[src/rtl/mmio_spi_pkg.sv]
// Shared register map, chip-select modes and controller states for mmio_spi_master.
package mmio_spi_pkg;

  localparam logic [7:0] ADDR_SCKDIV = 8'h00;
  localparam logic [7:0] ADDR_CSMODE = 8'h18;
  localparam logic [7:0] ADDR_TXDATA = 8'h48;
  localparam logic [7:0] ADDR_RXDATA = 8'h4C;

  typedef enum logic [1:0] {
    CS_AUTO = 2'd0,
    CS_HOLD = 2'd2,
    CS_OFF  = 2'd3
  } csmode_e;

  typedef enum logic [1:0] {
    ST_IDLE,
    ST_SETUP,
    ST_SHIFT,
    ST_HOLD
  } spi_state_e;

endpackage

[src/rtl/sync_fifo.sv]
// Single-clock FIFO; a pop in the same cycle frees room for a push even when full.
module sync_fifo #(
  parameter int unsigned WIDTH = 8,
  parameter int unsigned DEPTH = 4
) (
  input  logic             clk,
  input  logic             reset,
  input  logic             push,
  input  logic [WIDTH-1:0] push_data,
  input  logic             pop,
  output logic [WIDTH-1:0] pop_data,
  output logic             full,
  output logic             empty
);

  localparam int unsigned AW = $clog2(DEPTH);

  logic [WIDTH-1:0] mem_q [DEPTH];
  logic [AW:0]      wr_ptr_q, wr_ptr_d;
  logic [AW:0]      rd_ptr_q, rd_ptr_d;
  logic             do_push, do_pop;

  assign empty    = (wr_ptr_q == rd_ptr_q);
  assign full     = (wr_ptr_q[AW] != rd_ptr_q[AW]) && (wr_ptr_q[AW-1:0] == rd_ptr_q[AW-1:0]);
  assign pop_data = mem_q[rd_ptr_q[AW-1:0]];

  // Accept pop when data exists; accept push when space exists or is being freed.
  always_comb begin
    do_pop   = pop && !empty;
    do_push  = push && (!full || do_pop);
    wr_ptr_d = wr_ptr_q;
    rd_ptr_d = rd_ptr_q;
    if (do_push) wr_ptr_d = wr_ptr_q + 1'b1;
    if (do_pop)  rd_ptr_d = rd_ptr_q + 1'b1;
  end

  // Pointer registers.
  always_ff @(posedge clk or posedge reset) begin
    if (reset) begin
      wr_ptr_q <= '0;
      rd_ptr_q <= '0;
    end else begin
      wr_ptr_q <= wr_ptr_d;
      rd_ptr_q <= rd_ptr_d;
    end
  end

  // Storage write.
  always_ff @(posedge clk) begin
    if (do_push) mem_q[wr_ptr_q[AW-1:0]] <= push_data;
  end

endmodule

[src/rtl/mmio_spi_master.sv]
// Memory-mapped SPI master (CPOL=0, MSB first) with TX/RX byte FIFOs.
module mmio_spi_master
  import mmio_spi_pkg::*;
#(
  parameter int unsigned FIFO_DEPTH = 4,
  parameter int unsigned DIV_W      = 12,
  parameter int unsigned RESET_DIV  = 3
) (
  input  logic        clk,
  input  logic        reset,
  input  logic        rq_en,
  input  logic [7:0]  rq_addr,
  input  logic        rq_write,
  input  logic [31:0] rq_wdata,
  output logic        rs_en,
  output logic [31:0] rs_data,
  output logic        spi_sck,
  output logic        spi_cs_n,
  output logic        spi_mosi,
  input  logic        spi_miso
);

  spi_state_e       state_q, state_d;
  logic [DIV_W-1:0] sckdiv_q, sckdiv_d;
  logic [DIV_W-1:0] div_q, div_d;
  logic [DIV_W-1:0] cnt_q, cnt_d;
  logic [1:0]       csmode_q, csmode_d;
  logic [3:0]       bit_edge_q, bit_edge_d;
  logic [7:0]       tx_sh_q, tx_sh_d;
  logic [7:0]       rx_sh_q, rx_sh_d;
  logic             sck_q, sck_d;
  logic             cs_n_q, cs_n_d;
  logic             rs_en_q;
  logic [31:0]      rs_data_q, rs_data_d;

  logic             tx_push, tx_pop, tx_full, tx_empty;
  logic             rx_push, rx_pop, rx_full, rx_empty;
  logic [7:0]       tx_rdata, rx_rdata;
  logic             tick, start;
  logic             unused_wdata;

  assign unused_wdata = ^{rq_wdata, rx_full};

  sync_fifo #(.WIDTH(8), .DEPTH(FIFO_DEPTH)) u_tx_fifo (
    .clk(clk), .reset(reset), .push(tx_push), .push_data(rq_wdata[7:0]),
    .pop(tx_pop), .pop_data(tx_rdata), .full(tx_full), .empty(tx_empty)
  );

  sync_fifo #(.WIDTH(8), .DEPTH(FIFO_DEPTH)) u_rx_fifo (
    .clk(clk), .reset(reset), .push(rx_push), .push_data(rx_sh_q),
    .pop(rx_pop), .pop_data(rx_rdata), .full(rx_full), .empty(rx_empty)
  );

  // CSMODE decisions use the value being written this cycle so cs_n reacts on the same edge.
  assign tick  = (cnt_q == div_q);
  assign start = !tx_empty && (csmode_d != CS_OFF);

  // Register file: writes, read mux, FIFO strobes from the bus.
  always_comb begin
    sckdiv_d  = sckdiv_q;
    csmode_d  = csmode_q;
    tx_push   = 1'b0;
    rx_pop    = 1'b0;
    rs_data_d = '0;
    if (rq_en && rq_write) begin
      case (rq_addr)
        ADDR_SCKDIV: sckdiv_d = rq_wdata[DIV_W-1:0];
        ADDR_CSMODE: csmode_d = rq_wdata[1:0];
        ADDR_TXDATA: tx_push  = 1'b1;
        default: ;
      endcase
    end else if (rq_en) begin
      case (rq_addr)
        ADDR_SCKDIV: rs_data_d = 32'(sckdiv_q);
        ADDR_CSMODE: rs_data_d = {30'b0, csmode_q};
        ADDR_TXDATA: rs_data_d = {tx_full, 31'b0};
        ADDR_RXDATA: begin
          if (rx_empty) begin
            rs_data_d = 32'h8000_0000;
          end else begin
            rs_data_d = {24'b0, rx_rdata};
            rx_pop    = 1'b1;
          end
        end
        default: ;
      endcase
    end
  end

  // Serial engine: next state, half-period timing, shifting and chip select.
  always_comb begin
    state_d    = state_q;
    cnt_d      = tick ? '0 : cnt_q + 1'b1;
    div_d      = div_q;
    bit_edge_d = bit_edge_q;
    tx_sh_d    = tx_sh_q;
    rx_sh_d    = rx_sh_q;
    sck_d      = sck_q;
    cs_n_d     = cs_n_q;
    tx_pop     = 1'b0;
    rx_push    = 1'b0;
    unique case (state_q)
      ST_IDLE: begin
        cnt_d = '0;
        if (start) begin
          tx_pop  = 1'b1;
          tx_sh_d = tx_rdata;
          div_d   = sckdiv_q;
          cs_n_d  = 1'b0;
          state_d = ST_SETUP;
        end else if (csmode_d != CS_HOLD) begin
          cs_n_d = 1'b1;
        end
      end
      ST_SETUP: begin
        if (tick) begin
          bit_edge_d = '0;
          state_d    = ST_SHIFT;
        end
      end
      ST_SHIFT: begin
        if (tick) begin
          bit_edge_d = bit_edge_q + 1'b1;
          // Received bits go to a separate shifter so the outgoing LSB is not overwritten early.
          if (!bit_edge_q[0]) begin
            sck_d   = 1'b1;
            rx_sh_d = {rx_sh_q[6:0], spi_miso};
          end else begin
            sck_d   = 1'b0;
            tx_sh_d = {tx_sh_q[6:0], 1'b0};
          end
          if (bit_edge_q == 4'd15) begin
            rx_push = 1'b1;
            state_d = ST_HOLD;
          end
        end
      end
      ST_HOLD: begin
        if (tick) begin
          if (start) begin
            tx_pop  = 1'b1;
            tx_sh_d = tx_rdata;
            div_d   = sckdiv_q;
            cnt_d   = '0;
            state_d = ST_SETUP;
          end else begin
            state_d = ST_IDLE;
            if (csmode_d != CS_HOLD) cs_n_d = 1'b1;
          end
        end
      end
    endcase
  end

  // State and register flops.
  always_ff @(posedge clk or posedge reset) begin
    if (reset) begin
      state_q    <= ST_IDLE;
      sckdiv_q   <= DIV_W'(RESET_DIV);
      csmode_q   <= CS_AUTO;
      div_q      <= '0;
      cnt_q      <= '0;
      bit_edge_q <= '0;
      tx_sh_q    <= '0;
      rx_sh_q    <= '0;
      sck_q      <= 1'b0;
      cs_n_q     <= 1'b1;
      rs_en_q    <= 1'b0;
      rs_data_q  <= '0;
    end else begin
      state_q    <= state_d;
      sckdiv_q   <= sckdiv_d;
      csmode_q   <= csmode_d;
      div_q      <= div_d;
      cnt_q      <= cnt_d;
      bit_edge_q <= bit_edge_d;
      tx_sh_q    <= tx_sh_d;
      rx_sh_q    <= rx_sh_d;
      sck_q      <= sck_d;
      cs_n_q     <= cs_n_d;
      rs_en_q    <= rq_en;
      rs_data_q  <= rs_data_d;
    end
  end

  assign rs_en    = rs_en_q;
  assign rs_data  = rs_data_q;
  assign spi_sck  = sck_q;
  assign spi_cs_n = cs_n_q;
  assign spi_mosi = (state_q != ST_IDLE) ? tx_sh_q[7] : 1'b0;

endmodule

[config.mk]
export PLATFORM = sky130hd
export DESIGN_NAME = mmio_spi_master
export DESIGN_NICKNAME = d
export VERILOG_FILES = /design/src/rtl/mmio_spi_pkg.sv /design/src/rtl/sync_fifo.sv /design/src/rtl/mmio_spi_master.sv
export SDC_FILE = /design/constraint.sdc
export NUM_CORES = 1
export LEC_CHECK = 0
export BUFFER_PORTS_ARGS = -buffer_cell sky130_fd_sc_hd__buf_2
export CAP_MARGIN = 25
export CORE_MARGIN = 2
export CORE_UTILIZATION = 40
export CTS_CLUSTER_DIAMETER = 80
export DETAILED_ROUTE_END_ITERATION = 8
export HOLD_SLACK_MARGIN = 0.08
export PLACE_DENSITY_LB_ADDON = 0.25
export SETUP_SLACK_MARGIN = 0.1
export SLEW_MARGIN = 10
export SYNTH_ARGS = -nofsm -noshare
export SYNTH_HDL_FRONTEND = slang
export SYNTH_SLANG_ARGS = --single-unit
[constraint.sdc]
create_clock -name clk -period 3.1 [get_ports clk]
set_input_delay 0.31 -clock clk [delete_from_list [all_inputs] [get_ports clk]]
set_output_delay 0.31 -clock clk [all_outputs]
set_load 0.01 [all_outputs]
==> impl_metrics.toml, run 1 <==
[place]
portBuffers = 41
gp_routability_congestion = 0.778
dp_hpwl_mm = 9.44

[logic_synthesis]
post_synth_main_area_contributors = "sky130_fd_sc_hd__dfrtp_1, sky130_fd_sc_hd__edfxtp_1, sky130_fd_sc_hd__mux2_2"
main_combinational_cell_family_by_area_after_synthesis = "multiplexers"
post_synth_instance_area_um2 = 6960
seq_total_area_yosys = 0.593
post_synth_and_or_nand_nor_area_fraction = 0.103
synth.top_cell.area_share = 0.305
ys_ff_latch = 152
synth_warnings = 0
synthArstFlopShare = 0.579
synth_edf_count = 64
synth_cells = 494
synth_compound_gate_area_share = 0.0537
netlist_top_cells_count = "sky130_fd_sc_hd__dfrtp_1, sky130_fd_sc_hd__edfxtp_1, sky130_fd_sc_hd__mux2_2"
synthMuxAreaShare = 0.128
yosys.area_share.xor_xnor = 0.0453
share_of_synthesized_cell_area_in_full_adder_half_adder_and_majority_cells = 0.0305
synth.most_common_cell = "sky130_fd_sc_hd__dfrtp_1"
cell_type_with_the_highest_aggregate_area_in_the_netlist = "sky130_fd_sc_hd__dfrtp_1"
synth.distinct_cells = 62
mean_post_synth_cell_area_um2 = 14.1
ys.flop_type = "sky130_fd_sc_hd__dfrtp_1"

[cells_and_area]
design.final.nets = 616
area_growth_pct = 14.4
final_layout_size_suffix_gt1_frac = 0.296
final_util = 0.464
num_antenna_cells = 0

[clock_tree]
clockRootBuffer = "sky130_fd_sc_hd__clkbuf_16"
tritoncts = "yes"
cts_inserted_buffers = 17
cts_max_path_buffers = 2
post-cts-setup-buffers = 0
clk_latency_ns = 0.42
worst_setup_hold_path_clk_slew_ns = 0.07
h_tree_levels = 4
clock_sinks = 152
number_of_buffers_added_to_fix_hold_violations_after_cts = 2
post_cts.resized_instances = 0

[floorplanning]
placeable_core_area_um2 = 17200
rows = 48
initial_core_util = 0.405
die_h_um = 136
die_w_um = 136
die_area_um2 = 18500
floorplan.io_pins = 81

[global_routing]
global_route.usage.total = 0.161
grt_first_pass_wirelength_mm = 22.3
total_grt_overflow = 0
grt_start_max_net_pins = 51
initial_antenna_violation_count = 0
vias_in_the_first_global_route = 4139

[power_and_ir_drop]
p_leak_uw = 0.00334
post-layout-total-power_uw = 6650
power_density_nw_per_um2 = 835
max-vdd-ir-drop_v = 0.000524

[timing]
rsz0062_at_grt = "no"
report.final.setup_viol = 0
min_period_over_period = 0.797
finalHoldViolCount = 0
tightest_slew_ns = 0.701
final-max-slew-violation-count = 0
clock_skew_ns = 0.00856
slew_headroom = 0.532
tns_ns = 0
finalHoldWorstSlack_ns = 0.118
post-route-min-period_ns = 2.47
highest_clock_rate_mhz = 405

[route]
wire_per_inst_um = 17.0
detail_route.vias_per_cell = 5.08
ant_nets = 0
dr.pass1.iters = 4
route.detailed.drc = 0
drt_wl_total_mm = 13.5
route.vias.total = 4020
drt_iter0_markers = 320

[hold_path]
min_path_type = "in2reg"

[setup_path]
critical_path.max_fanout = 9
cp_top_family = "simple AND/OR/NAND/NOR gates"
start_to_end_type_of_the_worst_setup_path = "reg2reg"
worstPathBufferInverterCount = 1
critPathLaunchType = "register"
timing.critical_path.to_type = "register"
worst-endpoint-arrival_ns = 2.77
path_cells = "xnor2_1, and4_1, nand4_1, nor2_1, buf_4, mux2_2"
critical_path.max_stage_delay_ns = 0.43
timing.critical_path.required_ns = 3.40
crit_slowest_cell = "sky130_fd_sc_hd__dfrtp_1"

[job]
max_cap_check_violation_count = 0

[outcome]
run_status = "finished, final reports clean"
## area by class of cell
cell class,count,area (um2)
clock buffers,19,454
flip-flops and latches,152,4130
inverters,14,53.8
clock inverters,13,110
repair buffers,59,358
fillers,1562,9210
well taps,225,282
multi-input cells,310,2580
## per-stage QoR
| stage | cells | worst slack [ns] | instance area, um2 |
|---|---|---|---|
| global route | 792 | 0.449 | 7970 |
| detailed placement | 758 | 0.414 | 7380 |
| CTS | 792 | 0.643 | 7970 |
| floorplan | 512 | 0.171 | 7030 |
| finish | 792 | 0.629 | 7970 |
| global placement | 758 | 0.438 | 7380 |
## cell families after synthesis
kind of cell             count (synthesis)
AO/OA/AOI/OAI                           42
XOR/XNOR                                36
adder cells (fa/ha/maj)                 17
buffers and inverters                   50
flip-flops                             152
multiplexers                            63
other                                    1
AND/OR/NAND/NOR                        133
## flip-flops by register name, summed over array words and instances (netlist names), 4 cells and up
| register | cells |
|---|---|
| div_q | 12 |
| sckdiv_q | 12 |
| rx_sh_q | 8 |
| bit_edge_q | 4 |
| cnt_q | 12 |
| tx_sh_q | 8 |
| rs_data | 13 |
| u_rx_fifo.mem_q | 32 |
| u_tx_fifo.mem_q | 32 |
## worst paths after layout
| kind | slack [ns] | cells past startpoint | startpoint | endpoint |
|---|---|---|---|---|
| worst min-delay path | 0.12 | 2 | rq_wdata[11] | sckdiv_q[11] |
| max in group asynchronous | 1.82 | 4 | reset | spi_cs_n |
| worst max-delay path | 0.63 | 6 | cnt_q[9] | rx_sh_q[7] |
| worst min register to register | 0.49 | 1 | u_tx_fifo.rd_ptr_q[2] | u_tx_fifo.rd_ptr_q[2] |
| worst max register to register | 0.63 | 6 | cnt_q[9] | rx_sh_q[7] |
| min in group asynchronous | 0.52 | 3 | reset | rs_data[11] |
## report_power, final
group / total (uW) / leakage [uW] / internal (uW) / switching, uW
registers: 2630 / 0.00172 / 2400 / 231
clock network: 1970 / 0.000279 / 1100 / 870
logic: 2050 / 0.00134 / 954 / 1100
total: 6650 / 0.00334 / 4450 / 2200
## per-layer routing
metal  share of wire  vias to the layer above  track usage
li1                -                     1907            -
met3           0.049                       14       0.0436
met1            0.45                     2012        0.208
met4           0.016                        0       0.0521
met2            0.48                       87        0.263
met5               0                        -            0
## layout by cell type, fill, tap and decap left out, drive strengths merged, types with 3 or more instances in the layout
cell type,Yosys,layout
clkinv,1,6
nand3b,3,3
dfstp,3,3
o21ai,6,6
inv,13,20
xor2,12,12
clkbuf,7,19
a22o,3,3
conb,1,19
and2,4,4
mux2,46,46
edfxtp,64,64
nand3,14,14
a41oi,3,3
nor3b,3,3
nand2,32,32
mux4,16,16
nand4,11,11
dfrtp,85,85
or4,4,4
a21oi,3,3
nor2,30,30
nor4,3,3
ha,17,17
a22oi,9,9
or2,3,3
xnor2,24,24
and3,12,12
and4,4,4
buf,29,57
## worst register-to-register path, cell delays in order, from the launching register on
cell and delay (ns):
sky130_fd_sc_hd__dfrtp_1 0.43, sky130_fd_sc_hd__xnor2_1 0.32, sky130_fd_sc_hd__and4_1 0.41, sky130_fd_sc_hd__nand4_1 0.35, sky130_fd_sc_hd__nor2_1 0.29, sky130_fd_sc_hd__buf_4 0.22, sky130_fd_sc_hd__mux2_2 0.34
Note: power is estimated with default switching activity, not from simulation.
==> inputs of run 2 (changes only) <==
--- a/config.mk
+++ b/config.mk
@@ -5,6 +5,7 @@
 export SDC_FILE = /design/constraint.sdc
 export NUM_CORES = 1
 export LEC_CHECK = 0
+export ABC_AREA = 1
 export BUFFER_PORTS_ARGS = -buffer_cell sky130_fd_sc_hd__buf_2
 export CAP_MARGIN = 25
 export CORE_MARGIN = 2
==> constraint.sdc (replaced) <==
create_clock -name clk -period 2.4 [get_ports clk]
set_input_delay 0.24 -clock clk [delete_from_list [all_inputs] [get_ports clk]]
set_output_delay 0.24 -clock clk [all_outputs]
set_load 0.01 [all_outputs]
==> run 2 against run 1 <==
  * Hold slack got worse by 0.025 ns
  * Routed wire length grew 5.2%
  * Fmax rose by 18%
  * Clock skew increased by 0.0010 ns
  * Critical path type unchanged
  * Largest cell class unchanged
==> impl_metrics.toml, run 2 <==
[timing]
post-route-min-period_ns = 2.09
tns_ns = 0
min_period_over_period = 0.870
slew_headroom = 0.487
tightest_slew_ns = 0.767
clock_skew_ns = 0.00960
rsz0062_at_grt = "no"
finalHoldViolCount = 0
highest_clock_rate_mhz = 479
final-max-slew-violation-count = 0
report.final.setup_viol = 0

[floorplanning]
die_w_um = 137
placeable_core_area_um2 = 17300
floorplan.io_pins = 81
rows = 48
die_h_um = 137
initial_core_util = 0.410
die_area_um2 = 18800

[setup_path]
timing.critical_path.required_ns = 2.49
critical_path.max_fanout = 8
timing.critical_path.to_type = "register"
worst-endpoint-arrival_ns = 2.18
start_to_end_type_of_the_worst_setup_path = "reg2reg"
rrSetupSlack_ns = 0.31
worstReg2RegStart = "cnt_q[4]"
r2r_end = "u_tx_fifo.mem_q[1][6]"
worst_r2r_path_cells = 9
cp-startpoint = "cnt_q[4]"
critPathLaunchType = "register"
worst_setup_path_endpoint = "u_tx_fifo.mem_q[1][6]"

[clock_tree]
clockRootBuffer = "sky130_fd_sc_hd__clkbuf_16"
worst_setup_hold_path_clk_slew_ns = 0.06
cts_max_path_buffers = 2
clock_sinks = 152
cts_inserted_buffers = 17
h_tree_levels = 4
tritoncts = "yes"
clk_latency_ns = 0.41

[cells_and_area]
final_layout_size_suffix_gt1_frac = 0.212
num_antenna_cells = 0
filler_cell_count = 1560
area_growth_pct = 15.9
most_frequent_cells_in_the_layout = "sky130_fd_sc_hd__nand2_1, sky130_fd_sc_hd__dfrtp_1, sky130_fd_sc_hd__nor2_1, sky130_fd_sc_hd__inv_1, sky130_fd_sc_hd__edfxtp_1"
final_standard_cell_area_without_fillers_um2 = 8220
post_layout_nonfiller_instances = 986
design.final.nets = 810
layout.cells.most_common = "sky130_fd_sc_hd__nand2_1"

[route]
detail_route.vias_per_cell = 4.77
wire_per_inst_um = 14.4
drt_iter0_markers = 267
ant_nets = 0
route.detailed.drc = 0
drt_wl_total_mm = 14.2
dr.pass1.iters = 4
route.vias.total = 4705

[logic_synthesis]
post_synth_main_area_contributors = "sky130_fd_sc_hd__dfrtp_1, sky130_fd_sc_hd__edfxtp_1, sky130_fd_sc_hd__nand2_1"
synth.most_common_cell = "sky130_fd_sc_hd__nand2_1"
synth.top_cell.area_share = 0.300
yosys.area_share.xor_xnor = 0.0272
synth.distinct_cells = 48
cell_type_with_the_highest_aggregate_area_in_the_netlist = "sky130_fd_sc_hd__dfrtp_1"
synth_edf_count = 64
synthArstFlopShare = 0.579
mean_post_synth_cell_area_um2 = 10.4
netlist_top_cells_count = "sky130_fd_sc_hd__nand2_1, sky130_fd_sc_hd__dfrtp_1, sky130_fd_sc_hd__inv_1"
seq_total_area_yosys = 0.582
post_synth_and_or_nand_nor_area_fraction = 0.162
synth_compound_gate_area_share = 0.107
ys_ff_latch = 152
main_combinational_cell_family_by_area_after_synthesis = "simple AND/OR/NAND/NOR gates"
synthMuxAreaShare = 0.0131
ys.flop_type = "sky130_fd_sc_hd__dfrtp_1"
synth_warnings = 0
share_of_synthesized_cell_area_in_full_adder_half_adder_and_majority_cells = 0.0300
synth_cells = 681
post_synth_instance_area_um2 = 7090

[place]
portBuffers = 41
gp_routability_congestion = 0.814
post-place-cells = 946
dp_hpwl_mm = 10.1
post_dp_cell_area_um2 = 7530

[global_routing]
initial_antenna_violation_count = 0
grt_start_max_net_pins = 25
vias_in_the_first_global_route = 4694
grt_first_pass_wirelength_mm = 23.2
global_route.usage.total = 0.162
total_grt_overflow = 0

[job]
max_cap_check_violation_count = 0

[power_and_ir_drop]
power_density_nw_per_um2 = 947
p_leak_uw = 0.00361
max-vdd-ir-drop_v = 0.000510

[outcome]
run_status = "finished, final reports clean"

[hold_path]
min_path_type = "in2reg"
[run 2: what timing repair did]
| item | 4_1_cts | 5_1_grt |
|---|---|---|
| endpoints found under the setup margin | 8 | 40 |
| resized for setup | 1 | 7 |
| buffers inserted | 0 | 2 |
| pin swaps | 0 | 6 |
| hold endpoints to repair | 21 | 0 |
| hold buffers | 6 | 0 |
[run 2: worst min path at each step]
stage           startpoint                    end  slack (ns)  depth (start not counted)
2_1_floorplan        rq_en                  rs_en        0.27                          0
3_3_place_gp         reset             rs_data[0]        0.27                          2
3_5_place_dp         reset             rs_data[3]        0.28                          2
4_1_cts        rq_wdata[4]  u_tx_fifo.mem_q[0][4]        0.09                          1
5_1_grt        rq_wdata[4]  u_tx_fifo.mem_q[1][4]        0.09                          1
6_report       rq_wdata[4]  u_tx_fifo.mem_q[0][4]        0.09                          1
[run 2: report_power, final]
part	total (uW)	internal (uW)	switching [uW]
logic	2100	787	1310
registers	3190	2990	196
clock network	2490	1430	1070
[run 2: area by class of cell]
cell class,count,area [um2],share of cell area
sequential,152,4130,0.502
timing repair buffer,66,445,0.0542
clock buffer,17,425,0.0518
multi-input combinational,431,2510,0.305
inverter,80,304,0.0370
tap,225,282,0.0343
clock inverter,15,125,0.0152
[run 2: metrics by stage]
| stage | hold slack (ns) | util | setup WS (ns) | total power [uW] |
|---|---|---|---|---|
| final | 0.0931 | 0.475 | 0.313 | 7780 |
| after global routing | 0.0898 | 0.475 | 0.0880 | 8290 |
| after CTS | 0.0859 | 0.471 | 0.103 | 7850 |
| after detailed placement | 0.281 | 0.436 | 0.108 | 5330 |
| after global placement | 0.274 | 0.436 | 0.183 | 5250 |
| after floorplan | 0.271 | - | 0.276 | 4970 |
[run 2: worst max-delay path, stage by stage (launching register included)]
cell	delay [ns]
sky130_fd_sc_hd__dfrtp_1	0.43
sky130_fd_sc_hd__xnor2_1	0.17
sky130_fd_sc_hd__nand2_1	0.08
sky130_fd_sc_hd__nor2_2	0.18
sky130_fd_sc_hd__nand4_1	0.16
sky130_fd_sc_hd__nand2_2	0.14
sky130_fd_sc_hd__nand3_4	0.11
sky130_fd_sc_hd__nand2_4	0.10
sky130_fd_sc_hd__nand2_4	0.11
sky130_fd_sc_hd__nor2_4	0.27
[run 2: logic make-up after synthesis]
family | after synthesis
simple gates | 243
flops | 152
compound gates | 121
xor+xnor | 22
mux | 9
other cells | 1
fa+ha+maj | 17
buf+inv | 116
[run 2: metal layers]
metal	GRT usage	vias to the layer above	part of all wire
li1	-	2348	-
met1	0.206	2256	0.45
met2	0.276	91	0.50
met3	0.0356	10	0.039
met4	0.0493	0	0.011
met5	0	-	0
